`config.mk`:
```
export PLATFORM = sky130hd
export DESIGN_NAME = sram_port_arbiter
export DESIGN_NICKNAME = d
export VERILOG_FILES = /design/src/rtl/sram_port_arbiter_pkg.sv /design/src/rtl/sram_port_arbiter_arb_owner_fifo.sv /design/src/rtl/sram_port_arbiter.sv
export SDC_FILE = /design/constraint.sdc
export NUM_CORES = 1
export LEC_CHECK = 0
export ABC_AREA = 1
export BUFFER_PORTS_ARGS = -buffer_cell sky130_fd_sc_hd__clkbuf_2
export CAP_MARGIN = 40
export CORE_AREA = 2 2 124 126
export DETAILED_ROUTE_END_ITERATION = 7
export DIE_AREA = 0 0 126 128
export PLACE_DENSITY = 0.52
export SLEW_MARGIN = 20
export SYNTH_ARGS = -nofsm -noshare
export SYNTH_HDL_FRONTEND = slang
export SYNTH_SLANG_ARGS = --single-unit
```
`constraint.sdc`:
```
create_clock -name clk -period 4.9 [get_ports clk]
set_clock_uncertainty 0.1 [all_clocks]
set_input_delay 1.47 -clock clk [delete_from_list [all_inputs] [get_ports clk]]
set_output_delay 1.47 -clock clk [all_outputs]
set_load 0.1 [all_outputs]
```
`src/rtl/sram_port_arbiter_pkg.sv`:
```
// Shared constants for the SRAM-like port arbiter: requester select codes,
// default outstanding depth and lock-state encodings.
package sram_port_arbiter_pkg;

    localparam int OUTSTANDING_DEF = 4;

    localparam logic SEL_INST = 1'b0;
    localparam logic SEL_DATA = 1'b1;

    typedef enum logic {
        LOCK_FREE = 1'b0,
        LOCK_HELD = 1'b1
    } lock_state_t;

endpackage

```
`src/rtl/sram_port_arbiter_arb_owner_fifo.sv`:
```
// 1-bit-wide synchronous FIFO remembering which requester owns each accepted
// transaction; async active-high reset, full/empty/count status.
module arb_owner_fifo
    import sram_port_arbiter_pkg::*;
#(
    parameter  int DEPTH = OUTSTANDING_DEF,
    localparam int CNT_W = $clog2(DEPTH + 1),
    localparam int PTR_W = $clog2(DEPTH)
) (
    input  logic             clk,
    input  logic             reset,
    input  logic             push,
    input  logic             push_bit,
    input  logic             pop,
    output logic             full,
    output logic             empty,
    output logic [CNT_W-1:0] count,
    output logic             head
);

    logic [DEPTH-1:0] mem_q,    mem_d;
    logic [PTR_W-1:0] wr_ptr_q, wr_ptr_d;
    logic [PTR_W-1:0] rd_ptr_q, rd_ptr_d;
    logic [CNT_W-1:0] count_q,  count_d;
    logic             push_ok_s;
    logic             pop_ok_s;

    assign full      = (count_q == CNT_W'(DEPTH));
    assign empty     = (count_q == {CNT_W{1'b0}});
    assign count     = count_q;
    assign head      = mem_q[rd_ptr_q];
    assign push_ok_s = push & ~full;
    assign pop_ok_s  = pop & ~empty;

    // Next-state for storage, pointers (wrap naturally, DEPTH is a power of two) and count.
    always_comb begin
        mem_d    = mem_q;
        wr_ptr_d = wr_ptr_q;
        rd_ptr_d = rd_ptr_q;
        count_d  = count_q;
        if (push_ok_s) begin
            mem_d[wr_ptr_q] = push_bit;
            wr_ptr_d        = wr_ptr_q + PTR_W'(1);
        end else begin
            wr_ptr_d = wr_ptr_q;
        end
        if (pop_ok_s) begin
            rd_ptr_d = rd_ptr_q + PTR_W'(1);
        end else begin
            rd_ptr_d = rd_ptr_q;
        end
        case ({push_ok_s, pop_ok_s})
            2'b10:   count_d = count_q + CNT_W'(1);
            2'b01:   count_d = count_q - CNT_W'(1);
            default: count_d = count_q;
        endcase
    end

    // State registers.
    always_ff @(posedge clk or posedge reset) begin
        if (reset) begin
            mem_q    <= {DEPTH{1'b0}};
            wr_ptr_q <= {PTR_W{1'b0}};
            rd_ptr_q <= {PTR_W{1'b0}};
            count_q  <= {CNT_W{1'b0}};
        end else begin
            mem_q    <= mem_d;
            wr_ptr_q <= wr_ptr_d;
            rd_ptr_q <= rd_ptr_d;
            count_q  <= count_d;
        end
    end

endmodule

```
`src/rtl/sram_port_arbiter.sv`:
```
// Shares one SRAM-like port between inst and data requesters with in-order
// response routing. Define ARB_RR_EN for round-robin instead of data priority.
module sram_port_arbiter
    import sram_port_arbiter_pkg::*;
#(
    parameter int OUTSTANDING = OUTSTANDING_DEF,
    parameter int ADDR_W      = 32,
    parameter int DATA_W      = 32
) (
    input  logic                clk,
    input  logic                reset,
    input  logic                i_req,
    input  logic                i_wr,
    input  logic [1:0]          i_size,
    input  logic [DATA_W/8-1:0] i_wstrb,
    input  logic [ADDR_W-1:0]   i_addr,
    input  logic [DATA_W-1:0]   i_wdata,
    output logic                i_addr_ok,
    output logic                i_data_ok,
    output logic [DATA_W-1:0]   i_rdata,
    input  logic                d_req,
    input  logic                d_wr,
    input  logic [1:0]          d_size,
    input  logic [DATA_W/8-1:0] d_wstrb,
    input  logic [ADDR_W-1:0]   d_addr,
    input  logic [DATA_W-1:0]   d_wdata,
    output logic                d_addr_ok,
    output logic                d_data_ok,
    output logic [DATA_W-1:0]   d_rdata,
    output logic                m_req,
    output logic                m_wr,
    output logic [1:0]          m_size,
    output logic [DATA_W/8-1:0] m_wstrb,
    output logic [ADDR_W-1:0]   m_addr,
    output logic [DATA_W-1:0]   m_wdata,
    input  logic                m_addr_ok,
    input  logic                m_data_ok,
    input  logic [DATA_W-1:0]   m_rdata
);

    localparam int CNT_W = $clog2(OUTSTANDING + 1);

    lock_state_t      lock_q, lock_d;
    logic             lock_sel_q, lock_sel_d;
    logic             sel_s;
    logic             req_sel_s;
    logic             accept_s;
    logic             pop_s;
    logic             fifo_full_s;
    logic             fifo_empty_s;
    logic             fifo_head_s;
    logic [CNT_W-1:0] fifo_count_s;

`ifdef ARB_RR_EN
    logic last_grant_q, last_grant_d;
`endif

    // Grant selection: a held lock pins the owner until its request is accepted.
    always_comb begin
        sel_s = SEL_INST;
        if (lock_q == LOCK_HELD) begin
            sel_s = lock_sel_q;
`ifdef ARB_RR_EN
        end else if (i_req && d_req) begin
            sel_s = ~last_grant_q;
`endif
        end else if (d_req) begin
            sel_s = SEL_DATA;
        end else begin
            sel_s = SEL_INST;
        end
    end

    // Request field mux towards the downstream port.
    always_comb begin
        req_sel_s = i_req;
        m_wr      = i_wr;
        m_size    = i_size;
        m_wstrb   = i_wstrb;
        m_addr    = i_addr;
        m_wdata   = i_wdata;
        if (sel_s == SEL_DATA) begin
            req_sel_s = d_req;
            m_wr      = d_wr;
            m_size    = d_size;
            m_wstrb   = d_wstrb;
            m_addr    = d_addr;
            m_wdata   = d_wdata;
        end else begin
            req_sel_s = i_req;
        end
    end

    // No bypass on full: a same-cycle data_ok does not free a slot until next cycle.
    assign m_req     = req_sel_s & ~fifo_full_s;
    assign accept_s  = m_req & m_addr_ok;
    assign i_addr_ok = accept_s & (sel_s == SEL_INST);
    assign d_addr_ok = accept_s & (sel_s == SEL_DATA);

    assign pop_s     = m_data_ok & (fifo_count_s != {CNT_W{1'b0}});
    assign i_data_ok = m_data_ok & ~fifo_empty_s & (fifo_head_s == SEL_INST);
    assign d_data_ok = m_data_ok & ~fifo_empty_s & (fifo_head_s == SEL_DATA);
    assign i_rdata   = m_rdata;
    assign d_rdata   = m_rdata;

    // Lock FSM next state.
    always_comb begin
        lock_d     = lock_q;
        lock_sel_d = lock_sel_q;
        case (lock_q)
            LOCK_FREE: begin
                if (m_req && !m_addr_ok) begin
                    lock_d     = LOCK_HELD;
                    lock_sel_d = sel_s;
                end else begin
                    lock_d = LOCK_FREE;
                end
            end
            LOCK_HELD: begin
                if (accept_s) begin
                    lock_d = LOCK_FREE;
                end else begin
                    lock_d = LOCK_HELD;
                end
            end
            default: lock_d = LOCK_FREE;
        endcase
    end

    // Lock state registers.
    always_ff @(posedge clk or posedge reset) begin
        if (reset) begin
            lock_q     <= LOCK_FREE;
            lock_sel_q <= SEL_INST;
        end else begin
            lock_q     <= lock_d;
            lock_sel_q <= lock_sel_d;
        end
    end

`ifdef ARB_RR_EN
    // Last granted requester, reset to data so inst wins the first tie.
    always_comb begin
        if (accept_s) begin
            last_grant_d = sel_s;
        end else begin
            last_grant_d = last_grant_q;
        end
    end

    // Round-robin history register.
    always_ff @(posedge clk or posedge reset) begin
        if (reset) begin
            last_grant_q <= SEL_DATA;
        end else begin
            last_grant_q <= last_grant_d;
        end
    end
`endif

    arb_owner_fifo #(
        .DEPTH (OUTSTANDING)
    ) u_owner_fifo (
        .clk      (clk),
        .reset    (reset),
        .push     (accept_s),
        .push_bit (sel_s),
        .pop      (pop_s),
        .full     (fifo_full_s),
        .empty    (fifo_empty_s),
        .count    (fifo_count_s),
        .head     (fifo_head_s)
    );

endmodule

```
# --- After elaboration in Yosys (flattened, before gate mapping) ---
# Cells that the tools add are included.
totals:
  input_bits: 180
  word_cells: 55
  regBits: 13
op_classes:
  reduce_logical: 7
  add_sub_neg: 4
  n_bitwise: 15
  n_eq_ne: 3
  muxes: 17
  magnitude_cmp: 3
op_table:
  columns: ["cell", "n"]
  rows:
  - ["32-bit two-way mux", 2]
  - ["1-bit AND", 10]
  - ["1-bit two-way mux", 8]
  - ["2-bit by 3-bit less-than comparator with 1-bit output (second input constant)", 2]
  - ["3-bit case mux with 2 select lines", 1]
  - ["1-bit NOT", 5]
  - ["2-bit by 1-bit adder with 2-bit output (second input constant)", 2]
  - ["4-bit bitwise mux", 1]
  - ["4-bit two-way mux", 1]
  - ["3-bit by 1-bit adder with 3-bit output (second input constant)", 1]
  - ["3-bit == test (second input constant)", 1]
  - ["3-bit logical NOT", 1]
  - ["3-bit nonzero test", 1]
  - ["3-bit by 1-bit subtractor with 3-bit output (second input constant)", 1]
  - ["1-bit binary-select mux with 2-bit select", 1]
  - ["1-bit demux with 2-bit select", 1]
  - ["2-bit by 1-bit == test with 1-bit output (second input constant)", 1]
  - ["2-bit == test (second input constant)", 1]
  - ["2-bit by 1-bit greater-or-equal comparator with 1-bit output (second input constant)", 1]
  - ["1-bit logical AND", 2]
  - ["2-bit two-way mux", 1]
  - ["1-bit case mux with 2 select lines", 1]
  - ["2-bit AND reduction", 1]
  - ["2-bit nonzero test", 1]
  - ["1-bit logical NOT", 1]

# --- Longest topological paths before layout ---
logic_depth:
  depth_word: 8
  depth_mapped: 12
  ltp_nobuf: 12

# --- Modules after synthesis ---
# From an unflattened synthesis, not the netlist that was laid out.
hier_totals:
  hier_cells: 406
  hier_area_um2: 2219.6
modules_own_cells:
  columns: ["module", "cells_each", "n_inst", "area_per_inst_um2"]
  rows:
  - ["sram_port_arbiter", 322, 1, 1547.7]
  - ["arb_owner_fifo", 84, 1, 671.9]

# --- Least setup slack after synthesis ---
# Ideal clock, no wire load.
synth_path:
  path_type: "input -> output"
  start: "in d_req"
  end: "out d_addr_ok"
  t_arrival_ps: 3034
  required_ps: 3330
  setup_slack_ps: 296
  path_stages: 6
  cell_sequence: "inv_1 > nand3_1 > nand2_1 > nor2_8 > nand2_4 > nor2_2"
synth_via:
  elab_chain_cells: 6
synth_rtl:
  columns: ["item", "line_no", "rtl"]
  rows:
  - ["from (decl)", "sram_port_arbiter.sv:21", "input logic d_req,"]
  - ["1-bit two-way mux", "sram_port_arbiter.sv:67", "end else if (d_req) begin"]
  - ["1-bit two-way mux", "sram_port_arbiter.sv:61", "if (lock_q == LOCK_HELD) begin"]
  - ["1-bit two-way mux *", "sram_port_arbiter.sv:82", "if (sel_s == SEL_DATA) begin"]
  - ["1-bit AND *", "sram_port_arbiter.sv:95", "assign m_req = req_sel_s & ~fifo_full_s;"]
  - ["via m_req", "sram_port_arbiter.sv:30", "output logic m_req,"]
  - ["1-bit AND *", "sram_port_arbiter.sv:96", "assign accept_s = m_req & m_addr_ok;"]
  - ["1-bit AND *", "sram_port_arbiter.sv:98", "assign d_addr_ok = accept_s & (sel_s == SEL_DATA);"]
  - ["to (decl)", "sram_port_arbiter.sv:27", "output logic d_addr_ok,"]
# Mark *: on every way through the listed nets, which the timed path passes. The rest lies on a longest branch.

# --- Final worst setup path ---
layout_path:
  start: "in d_req"
  end: "out m_wdata[6]"
layout_via:
  elab_chain_cells: 3
layout_rtl:
  columns: ["item", "line_no", "rtl"]
  rows:
  - ["1-bit two-way mux", "sram_port_arbiter.sv:67", null]
  - ["1-bit two-way mux", "sram_port_arbiter.sv:61", null]
  - ["32-bit two-way mux", "sram_port_arbiter.sv:82", null]
  - ["to (decl)", "sram_port_arbiter.sv:35", "output logic [DATA_W-1:0] m_wdata,"]
# Every way passes these cells.

==> impl_metrics.json <==
{
  "cts_tree": "yes",
  "cp_max_fo": 55,
  "synthTopCellsByArea": "nand2_1 40%, buf_4 23%, dfrtp_1 15%, ha_1 2.8%, nand4_1 2.8%",
  "synthArstFlopShare": 1.000,
  "ys_seq_elements": 13,
  "dieArea_um2": 16130,
  "timing.rr.end": "u_owner_fifo.count[2]$_DFFE_PP0P_",
  "cp.arrival_ns": 2.72,
  "ys.flop_type": "dfrtp_1",
  "startpoint_type": "input pin",
  "antenna_left": 0,
  "relSlewSlack": 0.6384,
  "r2r_start": "u_owner_fifo.count[0]$_DFFE_PP0P_",
  "synthCells": 388,
  "worstSkewPairLatency_ns": 0.24,
  "yosysSeqAreaShare": 0.1474,
  "seqCellArea_um2": 325.3,
  "min_from": "u_owner_fifo.mem_q[0]$_DFFE_PP0P_",
  "clock_path_buffers": 2,
  "rsz0062_at_grt": "false",
  "crit_required_ns": 3.33,
  "postCtsHoldBufs": 0,
  "netlist.area_leader.share": 0.4031,
  "drt_first_pass_iters": 4,
  "area_delta_synth_final_pct": 88.89,
  "drc": 0,
  "worst_hold_path.num_cells": 2,
  "vias": 2764,
  "setup_viol": 0,
  "r2r_cells": 11,
  "port_buffers": 223,
  "die_w_um": 126,
  "synth_common_cells": "237 x nand2_1, 68 x buf_4, 13 x dfrtp_1, 13 x inv_1, 10 x nand4_1",
  "syn_area_um2": 2207,
  "cts_buffers": 3,
  "initial_core_util": 0.1485,
  "fmax_ghz": 0.2330,
  "coreArea_um2": 14860,
  "finalWirelength_um": 9645,
  "syn_nets": 574,
  "via_per_inst": 3.802,
  "fillers": 1674,
  "cp-end-kind": "primary output",
  "cts_root_buf": "clkbuf_16",
  "fin_crit_ns": 4.291,
  "syn_area_per_cell_um2": 5.688,
  "first_global_vias": 2574,
  "cap_violations": 0,
  "synth_edf_count": 0,
  "yosysWarnings": 0,
  "rrSetupSlack_ns": 2.69,
  "status": "finished clean",
  "yosysMostFrequentCell": "nand2_1",
  "tightest_slew_ns": 0.5424,
  "detail_route.wl_per_cell_um": 13.27,
  "cts_resized": 0,
  "multi_input_area_um2": 1222,
  "worst-setup-path-type": "in2out",
  "antenna_cells": 0,
  "yosysTopAreaCell": "nand2_1",
  "ys_types": 24,
  "h-tree-depth": 1,
  "clk_pin_slew_ns": 0.04,
  "final-max-slew-violation-count": 0,
  "holdPathEnd": "u_owner_fifo.mem_q[0]$_DFFE_PP0P_",
  "gp_congestion": 0.7409,
  "grt_remaining_overflow": 0,
  "final_hold_viol_count": 0,
  "post-cts-setup-buffers": 0,
  "grt_max_degree": 56,
  "rows": 45,
  "min_path_type": "reg2reg",
  "grt.total_usage": 0.1100,
  "cts.sinks": 13,
  "fin_crit_sh": 0.8758,
  "grt_antenna_before_repair": 0,
  "drive_gt1_frac": 0.4471,
  "layout.nets": 726,
  "grt_pass1_wl_um": 14140,
  "drt_iter0_markers": 97,
  "hpwl_um": 8391,
  "finalSetupTns_ns": 0,
  "die_y_um": 128,
  "io_pins": 320
}
-- worst max path at each step --
stage          cells after the start  startpoint    endpoint
6_report                           7       d_req  m_wdata[6]
5_1_grt                            7       d_req  m_wdata[6]
4_1_cts                            7       d_req  m_wdata[6]
3_5_place_dp                       7       d_req  m_wdata[6]
3_3_place_gp                       7       d_req  m_wdata[6]
2_1_floorplan                      6       d_req   d_addr_ok
-- registers in the layout (all words and copies together) (netlist names), named ones only --
name and flops:
lock_sel_q 1, u_owner_fifo.count 3, u_owner_fifo.mem_q 4, u_owner_fifo.rd_ptr_q 2, u_owner_fifo.wr_ptr_q 2
-- layer usage --
layer  track usage  vias up  routed length [µm]
met5             0        -                   0
met4       0.01616        0                  45
met3       0.05551        6                1418
met2        0.1822      231                4611
met1        0.1310     1116                3570
li1              -     1411                   -
-- through the flow --
step | setup WS, ns | util | instances | hold WS [ns] | area [µm²]
final | 0.6088 | 0.2805 | 727 | 0.3896 | 4169
after global routing | 0.4871 | 0.2805 | 727 | 0.4221 | 4169
after CTS | 0.5977 | 0.2805 | 727 | 0.3902 | 4169
after detailed placement | 0.6008 | 0.2752 | 723 | 0.3723 | 4090
after global placement | 0.5845 | 0.2752 | 723 | 0.3758 | 4090
after floorplan | 0.2958 | - | 388 | 0.3498 | 2207
-- logic make-up after synthesis --
logic type,share of synthesized area
simple gates,0.4898
compound gates,0.01474
buf+inv,0.2987
flops,0.1474
xor+xnor,0.01191
fa+ha+maj,0.03742
-- final cells by class --
| cell class | count | share of cell area |
|---|---|---|
| clock buffer | 4 | 0.01891 |
| inverter | 16 | 0.01561 |
| multi-input combinational | 279 | 0.2932 |
| sequential | 13 | 0.07803 |
| tap | 188 | 0.05642 |
| timing repair buffer | 227 | 0.5378 |
-- layout by cell type (no fill, tap or decap) --
master and n:
o21a_1 1, a21oi_1 3, inv_4 2, nand4_1 10, xnor2_1 1, o21ai_0 2, clkbuf_1 1, buf_12 73
inv_2 1, nor2_2 2, buf_4 4, clkbuf_16 3, xor2_1 2, nand2_1 237, nand2_4 3, ha_1 5
fa_1 1, nand3_1 4, inv_1 13, nand3_4 1, clkbuf_2 150, dfrtp_1 13, nor2_1 5, nor2_8 1
nand2_2 1
-- critical path, cell delays in order --
cell and delay [ns]:
clkbuf_2 0.11, nand2_4 0.07, nand2_4 0.07, buf_4 0.44, nand2_1 0.16, nand2_1 0.16, buf_12 0.18
Power is not shown: default switching activity piles up to over one toggle a cycle in this logic, so the estimate is an artifact.
